<file path="src/rtl/alu_resp_tx.sv">
// alu_resp_tx: accepts one ALU result, frames it as an 8-byte response packet, and shifts it out on a UART TX line.
// Optional macro ALU_RESP_TX_PARITY_EN adds an even-parity bit to every byte frame (8E1 instead of 8N1).
`timescale 1ns/1ps

module alu_resp_tx #(
  parameter int CLK_FREQ_HZ = 27_750_000,
  parameter int BAUD_RATE   = 115_200
) (
  input  logic        clk,
  input  logic        rst,
  input  logic        res_valid_i,
  output logic        res_ready_o,
  input  logic [7:0]  res_opcode_i,
  input  logic [31:0] res_data_i,
  output logic        tx_o,
  output logic        busy_o
);

  localparam int CLKS_PER_BIT = CLK_FREQ_HZ / BAUD_RATE;
  localparam int CW = (CLKS_PER_BIT > 1) ? $clog2(CLKS_PER_BIT) : 1;
  localparam logic [CW-1:0] BAUD_LAST = CW'(CLKS_PER_BIT - 1);

  generate
    if (CLKS_PER_BIT < 2) begin : g_bad_cfg
      $error("alu_resp_tx: CLKS_PER_BIT must be at least 2");
    end
  endgenerate

  typedef enum logic [2:0] {
    S_IDLE   = 3'd0,
    S_START  = 3'd1,
    S_DATA   = 3'd2,
`ifdef ALU_RESP_TX_PARITY_EN
    S_PARITY = 3'd3,
`endif
    S_STOP   = 3'd4
  } state_t;

  state_t        state_q, state_d;
  logic [CW-1:0] baud_q, baud_d;
  logic [2:0]    bit_q, bit_d;
  logic [2:0]    byte_q, byte_d;
  logic [7:0]    opcode_q, opcode_d;
  logic [31:0]   data_q, data_d;
  logic          tx_q, tx_d;
  logic          ready_q, ready_d;
  logic          busy_q, busy_d;

  logic          accept_s;
  logic          bit_end_s;
  logic [7:0]    cur_byte_s;

  // Response packet layout: opcode, reserved, 16-bit length (8, includes header), then data little-endian.
  function automatic logic [7:0] pkt_byte(input logic [2:0] idx, input logic [7:0] op,
                                          input logic [31:0] d);
    case (idx)
      3'd0:    pkt_byte = op;
      3'd1:    pkt_byte = 8'h00;
      3'd2:    pkt_byte = 8'h08;
      3'd3:    pkt_byte = 8'h00;
      3'd4:    pkt_byte = d[7:0];
      3'd5:    pkt_byte = d[15:8];
      3'd6:    pkt_byte = d[23:16];
      3'd7:    pkt_byte = d[31:24];
      default: pkt_byte = 8'h00;
    endcase
  endfunction

  function automatic logic even_parity(input logic [7:0] b);
    even_parity = ^b;
  endfunction

  assign accept_s   = res_valid_i & ready_q;
  assign bit_end_s  = (baud_q == BAUD_LAST);
  assign cur_byte_s = pkt_byte(byte_q, opcode_q, data_q);

  // State and datapath registers; reset aborts any packet in flight.
  always_ff @(posedge clk or posedge rst) begin
    if (rst) begin
      state_q  <= S_IDLE;
      baud_q   <= '0;
      bit_q    <= 3'd0;
      byte_q   <= 3'd0;
      opcode_q <= 8'h00;
      data_q   <= 32'h0000_0000;
      tx_q     <= 1'b1;
      ready_q  <= 1'b0;
      busy_q   <= 1'b0;
    end else begin
      state_q  <= state_d;
      baud_q   <= baud_d;
      bit_q    <= bit_d;
      byte_q   <= byte_d;
      opcode_q <= opcode_d;
      data_q   <= data_d;
      tx_q     <= tx_d;
      ready_q  <= ready_d;
      busy_q   <= busy_d;
    end
  end

  // Next-state and counter logic.
  always_comb begin
    state_d  = state_q;
    opcode_d = opcode_q;
    data_d   = data_q;
    case (state_q)
      S_IDLE: begin
        if (accept_s) begin
          state_d  = S_START;
          opcode_d = res_opcode_i;
          data_d   = res_data_i;
        end else begin
          state_d  = S_IDLE;
        end
      end
      S_START: begin
        if (bit_end_s) state_d = S_DATA;
        else           state_d = S_START;
      end
      S_DATA: begin
        if (bit_end_s && (bit_q == 3'd7)) begin
`ifdef ALU_RESP_TX_PARITY_EN
          state_d = S_PARITY;
`else
          state_d = S_STOP;
`endif
        end else begin
          state_d = S_DATA;
        end
      end
`ifdef ALU_RESP_TX_PARITY_EN
      S_PARITY: begin
        if (bit_end_s) state_d = S_STOP;
        else           state_d = S_PARITY;
      end
`endif
      S_STOP: begin
        if (bit_end_s) begin
          if (byte_q == 3'd7) state_d = S_IDLE;
          else                state_d = S_START;
        end else begin
          state_d = S_STOP;
        end
      end
      default: state_d = S_IDLE;
    endcase

    if (state_q == S_IDLE) begin
      baud_d = '0;
    end else if (bit_end_s) begin
      baud_d = '0;
    end else begin
      baud_d = baud_q + CW'(1);
    end

    if (state_q == S_DATA) begin
      if (bit_end_s) bit_d = bit_q + 3'd1;
      else           bit_d = bit_q;
    end else begin
      bit_d = 3'd0;
    end

    // byte_idx wraps 7 -> 0 on the final stop bit, leaving it cleared for the next packet.
    if (state_q == S_IDLE) begin
      byte_d = 3'd0;
    end else if ((state_q == S_STOP) && bit_end_s) begin
      byte_d = byte_q + 3'd1;
    end else begin
      byte_d = byte_q;
    end
  end

  // Output logic: the line level follows the current state one cycle later.
  always_comb begin
    case (state_q)
      S_IDLE:   tx_d = 1'b1;
      S_START:  tx_d = 1'b0;
      S_DATA:   tx_d = cur_byte_s[bit_q];
`ifdef ALU_RESP_TX_PARITY_EN
      S_PARITY: tx_d = even_parity(cur_byte_s);
`endif
      S_STOP:   tx_d = 1'b1;
      default:  tx_d = 1'b1;
    endcase
    if (state_d == S_IDLE) begin
      ready_d = 1'b1;
      busy_d  = 1'b0;
    end else begin
      ready_d = 1'b0;
      busy_d  = 1'b1;
    end
  end

  assign tx_o        = tx_q;
  assign res_ready_o = ready_q;
  assign busy_o      = busy_q;

endmodule

</file>
<file path="config.mk">
export PLATFORM = sky130hd
export DESIGN_NAME = alu_resp_tx
export DESIGN_NICKNAME = d
export VERILOG_FILES = /design/src/rtl/alu_resp_tx.sv
export SDC_FILE = /design/constraint.sdc
export NUM_CORES = 1
export LEC_CHECK = 0
export ABC_AREA = 1
export BUFFER_PORTS_ARGS = -buffer_cell sky130_fd_sc_hd__buf_2
export CORE_MARGIN = 4
export CORE_UTILIZATION = 45
export CTS_BUF_LIST = sky130_fd_sc_hd__clkbuf_8
export DETAILED_ROUTE_END_ITERATION = 10
export MAX_ROUTING_LAYER = met4
export PLACE_DENSITY = 0.67
export SYNTH_ARGS = -nofsm -noshare
export SYNTH_HDL_FRONTEND = slang
export SYNTH_SLANG_ARGS = --single-unit
</file>
<file path="constraint.sdc">
create_clock -name clk -period 3.49 [get_ports clk]
set_input_delay 0.8725 -clock clk [delete_from_list [all_inputs] [get_ports clk]]
set_output_delay 0.8725 -clock clk [all_outputs]
set_load 0.02 [all_outputs]
</file>
Word level (Yosys, flattened, before mapping)
Cells that the tools add are included.

$add $sub $neg: 3. Multiply operators: 0. Div/mod/pow operators: 0. Order comparisons: 1. Equality and inequality tests: 13. Shift-type cells: 0. Mux-type cells: 18. Bitwise operators: 1. Reduce and logical (&&, ||, !) cells: 8.

Operator list (number): one-hot mux 8 bit (7 select lines) (1); == test 3 bit (second input constant) (6); 2-to-1 mux 3 bit (6); 2-to-1 mux 8 bit (2); one-hot mux 3 bit (4 select lines) (1); == test 3 x 2 -> 1 bit (second input constant) (3); zero test 3 bit (3); adder 8 x 1 -> 8 bit (second input constant) (1); == test 8 bit (second input constant) (1); adder 3 x 1 -> 3 bit (second input constant) (2); == test 3 x 1 -> 1 bit (second input constant) (2); 2-to-1 mux 1 bit (5); less-than comparator 3 x 4 -> 1 bit (second input constant) (1); binary-select mux 1 bit (select 3 bit) (1); logical AND 1 bit (2); 2-to-1 mux 2 bit (1); inequality test 2 bit (second input constant) (1); one-hot mux 1 bit (2 select lines) (1); AND reduction 2 bit (1); nonzero test 2 bit (1); OR reduction 2 bit (1); bitwise AND 1 bit (1).

Register bits: 60. Bits in latches: 0. Bits in writable memories: 0. ROM bits: 0. Input port bits: 43. Output and inout port bits: 3. Word-level logic and storage cells: 53. Memories kept: 0.

Longest topological paths before layout
Gate-level depths: netlist of the first run.

Word-level depth: 6. Mapped depth: 14. Depth with buffers taken out: 13.

Worst setup path after synthesis of the first run
No wires, ideal clock.

Path type: flip-flop to flip-flop. From: register byte_q[0]. To: register tx_q (netlist: tx_o). Library setup time: 0.076 ns. Data arrival time: 1.515 ns. Required time: 3.414 ns. Slack: 1.900 ns. Cell stages (with the launch flop): 13. Buffers on the path: 0. Clock period less this slack: 1.590 ns. Cell sequence: dfrtp_1 ha_1 ha_1 nor2_4 nand2_4 o21ai_0 inv_1 nand2_1 nand3_1 nand3_1 nand2_1 nand2_1 nand2_1.

Longest elaborated chain between the ends: 6. Elaborated cells on any way between the ends: 13. Classes of those cells: eq/ne (7); mux (4); reduce/logical (2).

Ends and longest elaborated chain: from (decl) (RTL line 42) `logic [2:0] byte_q, byte_d;`; from (signal assigned) (RTL line 93) `byte_q <= byte_d;`; == test 3 x 2 -> 1 bit / == test 3 x 1 -> 1 bit (equally long branches) (RTL line 56) `case (idx)`; OR reduction 2 bit (no line); one-hot mux 8 bit (7 select lines) * (RTL line 56); binary-select mux 1 bit (select 3 bit) * (RTL line 179) `S_DATA: tx_d = cur_byte_s[bit_q];`; 2-to-1 mux 1 bit (implied by the code) * (RTL line 179); one-hot mux 1 bit (2 select lines) * (RTL line 176) `case (state_q)`; net tx_d (RTL line 45) `logic tx_q, tx_d;`; to (signal assigned) (RTL line 96) `tx_q <= tx_d;`; to (decl) (RTL line 45).

Mark *: on every way through the listed nets, which the timed path passes. The rest lies on a longest branch. The select of a mux whose other input is x is not followed. A chain may end at the register's enable or synchronous reset.

Worst setup path in the final report of the first run
From: register byte_q[2]. To: register tx_q (netlist: tx_o).

Same word-level chain as after synthesis.

==> results.cfg, run 1 <==
[finish]
layout-drive-gt1-share_pct = 16.2
n_antenna_cell = 0
layout.cells.most_common_list = 153 x nand2_1, 59 x dfrtp_1, 50 x inv_1, 45 x buf_2, 34 x nand3_1
final_nets = 492
postLayoutCellArea_mm2 = 0.00350
layout_commonest_cell = nand2_1
syn_to_final_growth_pct = 15.7

[drt]
ant_nets = 0
wl_per_cell_um = 12.5
drt_iter0_markers = 72
viasPerCell = 4.86
totalWireLength_um = 6530
drc = 0
drt_first_pass_iters = 5
vias = 2533

[power]
ir_drop_v = 0.000204
power_density_mw_per_mm2 = 391
power.leakage_nw = 2.01

[timing]
slew_violations = 0
worst_pin_slew_ns = 0.744
finalSetupViolCount = 0
max_freq_mhz = 449
hold_viol_final = 0
setup_tns_ns = 0
rsz0062_at_grt = false
slew_headroom_pct = 50.4
post-route-period-util_pct = 63.8
period_minus_slack_ns = 2.23
clock_skew_ns = 0.00660

[place]
gp_congestion = 0.888
port_buffers = 45
placed_area_mm2 = 0.00330
dp_hpwl_um = 4690

[clock_network]
cts_tree = done
cts.htree.levels = 3
clkTransAtPathRegs_ns = 0.06
ctsHoldBuffers = 0
cts_buffers = 9
cts_max_path_buffers = 2
cts_setup_buffers = 0
clock_latency_ns = 0.33
root_buffer = clkbuf_8
post_cts_resized = 0
cts_sinks = 60

[global_route]
grt_max_degree = 53
gr-total-overflow = 0
grt_first_pass_wirelength_um = 11600
grt_pass1_vias = 2590
grt_usage_pct = 18.3
antenna_found_initial = 0

[floorplan]
rows = 29
initial_utilization_pct = 47.1
die_w_um = 90.0
fp.dieH_um = 90.0
dieArea_mm2 = 0.00810
pin_count = 46
core-area_mm2 = 0.00642

[synthesis]
syn_area_mm2 = 0.00302
ys_warn_count = 0
syn_nets = 447
syn_area_per_cell_um2 = 7.66
yosysSeqAreaShare_pct = 49.7
postSynthCellCount = 395
ys_types = 28
ys_ff_latch = 60

[critical_path]
critPathCaptureType = flip-flop
start_kind = flip-flop
r2r_setup_slack_ns = 1.26
critPathMaxFanout = 23
cp.arrival_ns = 2.49
cp.required_ns = 3.75
critPathKind = reg -> reg

[hold_path]
hp-class = reg -> reg

[job]
cap_violations = 0

[run_status]
status = completed
==> power by group <==
group | switching [mW] | internal (mW) | leakage (nW)
sequential | 0 | 0.696 | 0.747
clock | 0.257 | 0.380 | 0.111
combinational | 0.0196 | 0.0185 | 1.15
==> layer usage <==
layer | up-vias | share of wire, % | track usage (%)
met1 | 1162 | 47 | 22.4
met4 | 0 | 2.2 | 10.3
li1 | 1300 | - | -
met2 | 59 | 46 | 27.6
met3 | 12 | 5.0 | 4.84
met5 | - | 0 | -
==> Yosys cell counts <==
master | number | area share, %
or2_0 | 1 | 0.21
nand3_2 | 1 | 0.33
a21boi_0 | 2 | 0.50
buf_4 | 2 | 0.50
inv_1 | 49 | 6.1
o21ai_0 | 23 | 3.8
a21oi_1 | 2 | 0.33
o211ai_1 | 1 | 0.25
inv_2 | 2 | 0.25
a22oi_1 | 1 | 0.25
nand2_1 | 153 | 19
xor2_1 | 2 | 0.58
nand2_4 | 1 | 0.37
nor3b_1 | 1 | 0.25
buf_6 | 1 | 0.37
dfrtp_1 | 59 | 49
dfstp_2 | 1 | 0.87
nor3_2 | 1 | 0.33
nor2_4 | 2 | 0.74
buf_2 | 10 | 1.7
nand2_2 | 2 | 0.41
nand3_1 | 34 | 5.6
o22ai_1 | 1 | 0.21
o21ai_1 | 2 | 0.33
nor2_1 | 29 | 3.6
o21ai_2 | 1 | 0.29
nor3_1 | 2 | 0.33
ha_1 | 9 | 3.7
==> worst max-delay path, stage by stage (launching register included) <==
cell	delay (ns)
dfrtp_1	0.80
inv_1	0.17
ha_1	0.27
nor2_4	0.18
nand2_4	0.10
o21ai_0	0.21
inv_1	0.07
nand2_1	0.06
nand3_1	0.06
nand3_1	0.08
nand2_1	0.05
nand2_1	0.05
nand2_1	0.05
==> cell type report <==
type,count,area (um^2)
Clock buffer,12,165
Clock inverter,3,37.5
Fill cell,623,2920
Inverter,51,191
Multi-Input combinational cell,271,1250
Sequential cell,60,1500
Tap cell,77,96.3
Timing Repair Buffer,47,253
==> cells by family after synthesis <==
family | count (synthesis) | share of synthesized area (%)
DFF | 60 | 49.7
adders and majority gates | 9 | 3.72
buffers and inverters | 64 | 8.85
and+or+nand+nor | 227 | 31.2
AOI/OAI and AO/OA | 33 | 5.96
xor gates and xnor gates | 2 | 0.579
==> through the flow <==
step | total power, mW | setup WS [ns] | hold slack (ns) | std cells | util [%]
floorplan | 0.719 | 1.13 | 0.433 | 395 | -
global placement | 0.748 | 1.45 | 0.449 | 506 | 51.3
detailed placement | 0.748 | 1.38 | 0.453 | 506 | 51.3
CTS | 1.39 | 1.29 | 0.461 | 521 | 54.5
global route | 1.43 | 1.08 | 0.494 | 521 | 54.5
finish | 1.37 | 1.26 | 0.460 | 521 | 54.5
==> path summary, 6_finish.rpt <==
kind	cells after the start	end	from
min	1	baud_q[0]	baud_q[0]
max reg2reg	12	tx_o	byte_q[2]
max in group asynchronous	3	opcode_q[3]	rst
min reg2reg	1	baud_q[0]	baud_q[0]
max	12	tx_o	byte_q[2]
min in group asynchronous	2	data_q[2]	rst
==> state kept, by name, indices dropped and copies added, names as in the netlist <==
register and cells:
data_q 32, baud_q 8, opcode_q 8, bit_q 3, byte_q 3, state_q 3
busy_o 1, res_ready_o 1, tx_o 1
(Power assumes the default switching activity.)
==> run 2: changes to the inputs <==
Settings changed: PLACE_DENSITY 0.67 to 0.69.
Clock period 3.49 ns to 1.9 ns, I/O delays scaled along.
==> results.cfg, run 2 (synthesis results as in run 1) <==
[run_status]
status = completed

[timing]
period_minus_slack_ns = 1.76
hold_viol_final = 0
worst_pin_slew_ns = 0.484
max_freq_mhz = 567
post-route-period-util_pct = 92.8
clock_skew_ns = 0.0135
finalSetupViolCount = 0
slew_headroom_pct = 67.7
setup_tns_ns = 0
slew_violations = 0
rsz0062_at_grt = false

[floorplan]
die_w_um = 90.0
rows = 29
dieArea_mm2 = 0.00810
core-area_mm2 = 0.00642
initial_utilization_pct = 47.1
fp.dieH_um = 90.0
pin_count = 46

[drt]
drt_iter0_markers = 112
wl_per_cell_um = 12.6
totalWireLength_um = 6720
drc = 0
viasPerCell = 4.83
ant_nets = 0
drt_first_pass_iters = 4
vias = 2564

[critical_path]
critPathCaptureType = flip-flop
cpMaxStageDelayCell = dfrtp_1
cp.arrival_ns = 2.03
crit_top_cell = nand2_1
r2r_setup_slack_ns = 0.14
start_kind = flip-flop
critPathKind = reg -> reg
cpPeakStageDelay_ns = 0.43
crit_buf_inv = 2
crit_chain = ha_2 > ha_2 > nor2_4 > buf_4 > nand3_1 > nand2_1 > inv_1 > nand2_1 > nand3_1 > nand3_1 > nand2_1 > nand2_1 > nand2_1
critPathMaxFanout = 6
cp.required_ns = 2.17
crit_family = simple AND/OR/NAND/NOR gates

[clock_network]
cts_tree = done
cts_buffers = 9
clock_latency_ns = 0.35
clkTransAtPathRegs_ns = 0.07
cts_max_path_buffers = 2
root_buffer = clkbuf_8
cts.htree.levels = 3
cts_sinks = 60

[global_route]
antenna_found_initial = 0
grt_pass1_vias = 2556
grt_usage_pct = 18.3
grt_first_pass_wirelength_um = 11500
grt_max_degree = 29
gr-total-overflow = 0
top_usage_layer = met2
met2_usage_pct = 28.7
grtUsageMet1_pct = 22.0
met3_usage_pct = 6.43

[place]
gp_congestion = 0.928
port_buffers = 45
placed_area_mm2 = 0.00337
dp_hpwl_um = 4950

[finish]
ff_latch_area_mm2 = 0.00150
largest_reg_flops = 32
postLayoutCellArea_mm2 = 0.00360
fillers = 615
layout_commonest_cell = nand2_1
final_nets = 501
n_antenna_cell = 0
multiInputGateArea_mm2 = 0.00128
layout-drive-gt1-share_pct = 19.6
largestRegisters = data_q x32, baud_q x8, opcode_q x8
layout.cells.most_common_list = 153 x nand2_1, 59 x dfrtp_1, 48 x inv_1, 45 x buf_2, 34 x nand3_1
regMostFlops = data_q
syn_to_final_growth_pct = 19.2

[power]
finalPower_mw = 2.51
power_density_mw_per_mm2 = 696
ir_drop_v = 0.000408
power.leakage_nw = 2.03

[hold_path]
hp-class = in -> async

[job]
cap_violations = 0
-- run 2: cell types whose count changed in the layout (fill, tap and decap cells not counted), sizes merged --
cell,before,now
inv,53,50
clkinvlp,0,3
buf,47,56
clkinv,0,3
clkbuf,12,10
-- run 2: final cells by class --
| class | instances | share of cell area, % |
|---|---|---|
| timing repair buffer | 56 | 9.23 |
| clock buffer | 10 | 3.82 |
| sequential | 60 | 41.7 |
| clock inverter | 6 | 1.77 |
| multi-input combinational | 271 | 35.4 |
| tap | 77 | 2.67 |
| inverter | 51 | 5.41 |
-- run 2: final timing paths --
| kind | cells after the start | end | from |
|---|---|---|---|
| max | 13 | tx_o | byte_q[1] |
| max reg2reg | 13 | tx_o | byte_q[1] |
| min reg2reg | 1 | baud_q[0] | baud_q[0] |
| max in group asynchronous | 3 | res_ready_o | rst |
| min in group clk | 3 | data_q[19] | res_data_i[19] |
| min | 2 | data_q[10] | rst |
-- run 2: where the power goes --
part	internal, mW	switching, mW	leakage, nW
combinational	0.0355	0.0374	1.18
sequential	1.28	0	0.747
clock	0.638	0.521	0.0983
-- run 2: routing by layer --
metal  share of wire, %  wire length, um
met5                  0                0
met4                2.0              135
met3                5.8              390
met2                 47             3150
met1                 45             3050
-- run 2: timing repair --
action | 4_1_cts | 5_1_grt
hold buffers | 0 | 0
resized for setup | 0 | 9
setup buffers | 0 | 2
setup endpoints to repair | 0 | 1
-- run 2: per-stage QoR --
step | std cells | worst slack, ns | utilization, % | hold WS (ns)
final | 531 | 0.137 | 56.1 | 0.142
after global routing | 531 | 0.00351 | 56.1 | 0.163
after CTS | 529 | 0.120 | 55.5 | 0.148
after detailed placement | 513 | 0.134 | 52.4 | 0.458
after global placement | 513 | 0.182 | 52.4 | 0.446
after floorplan | 395 | 0.310 | - | 0.433
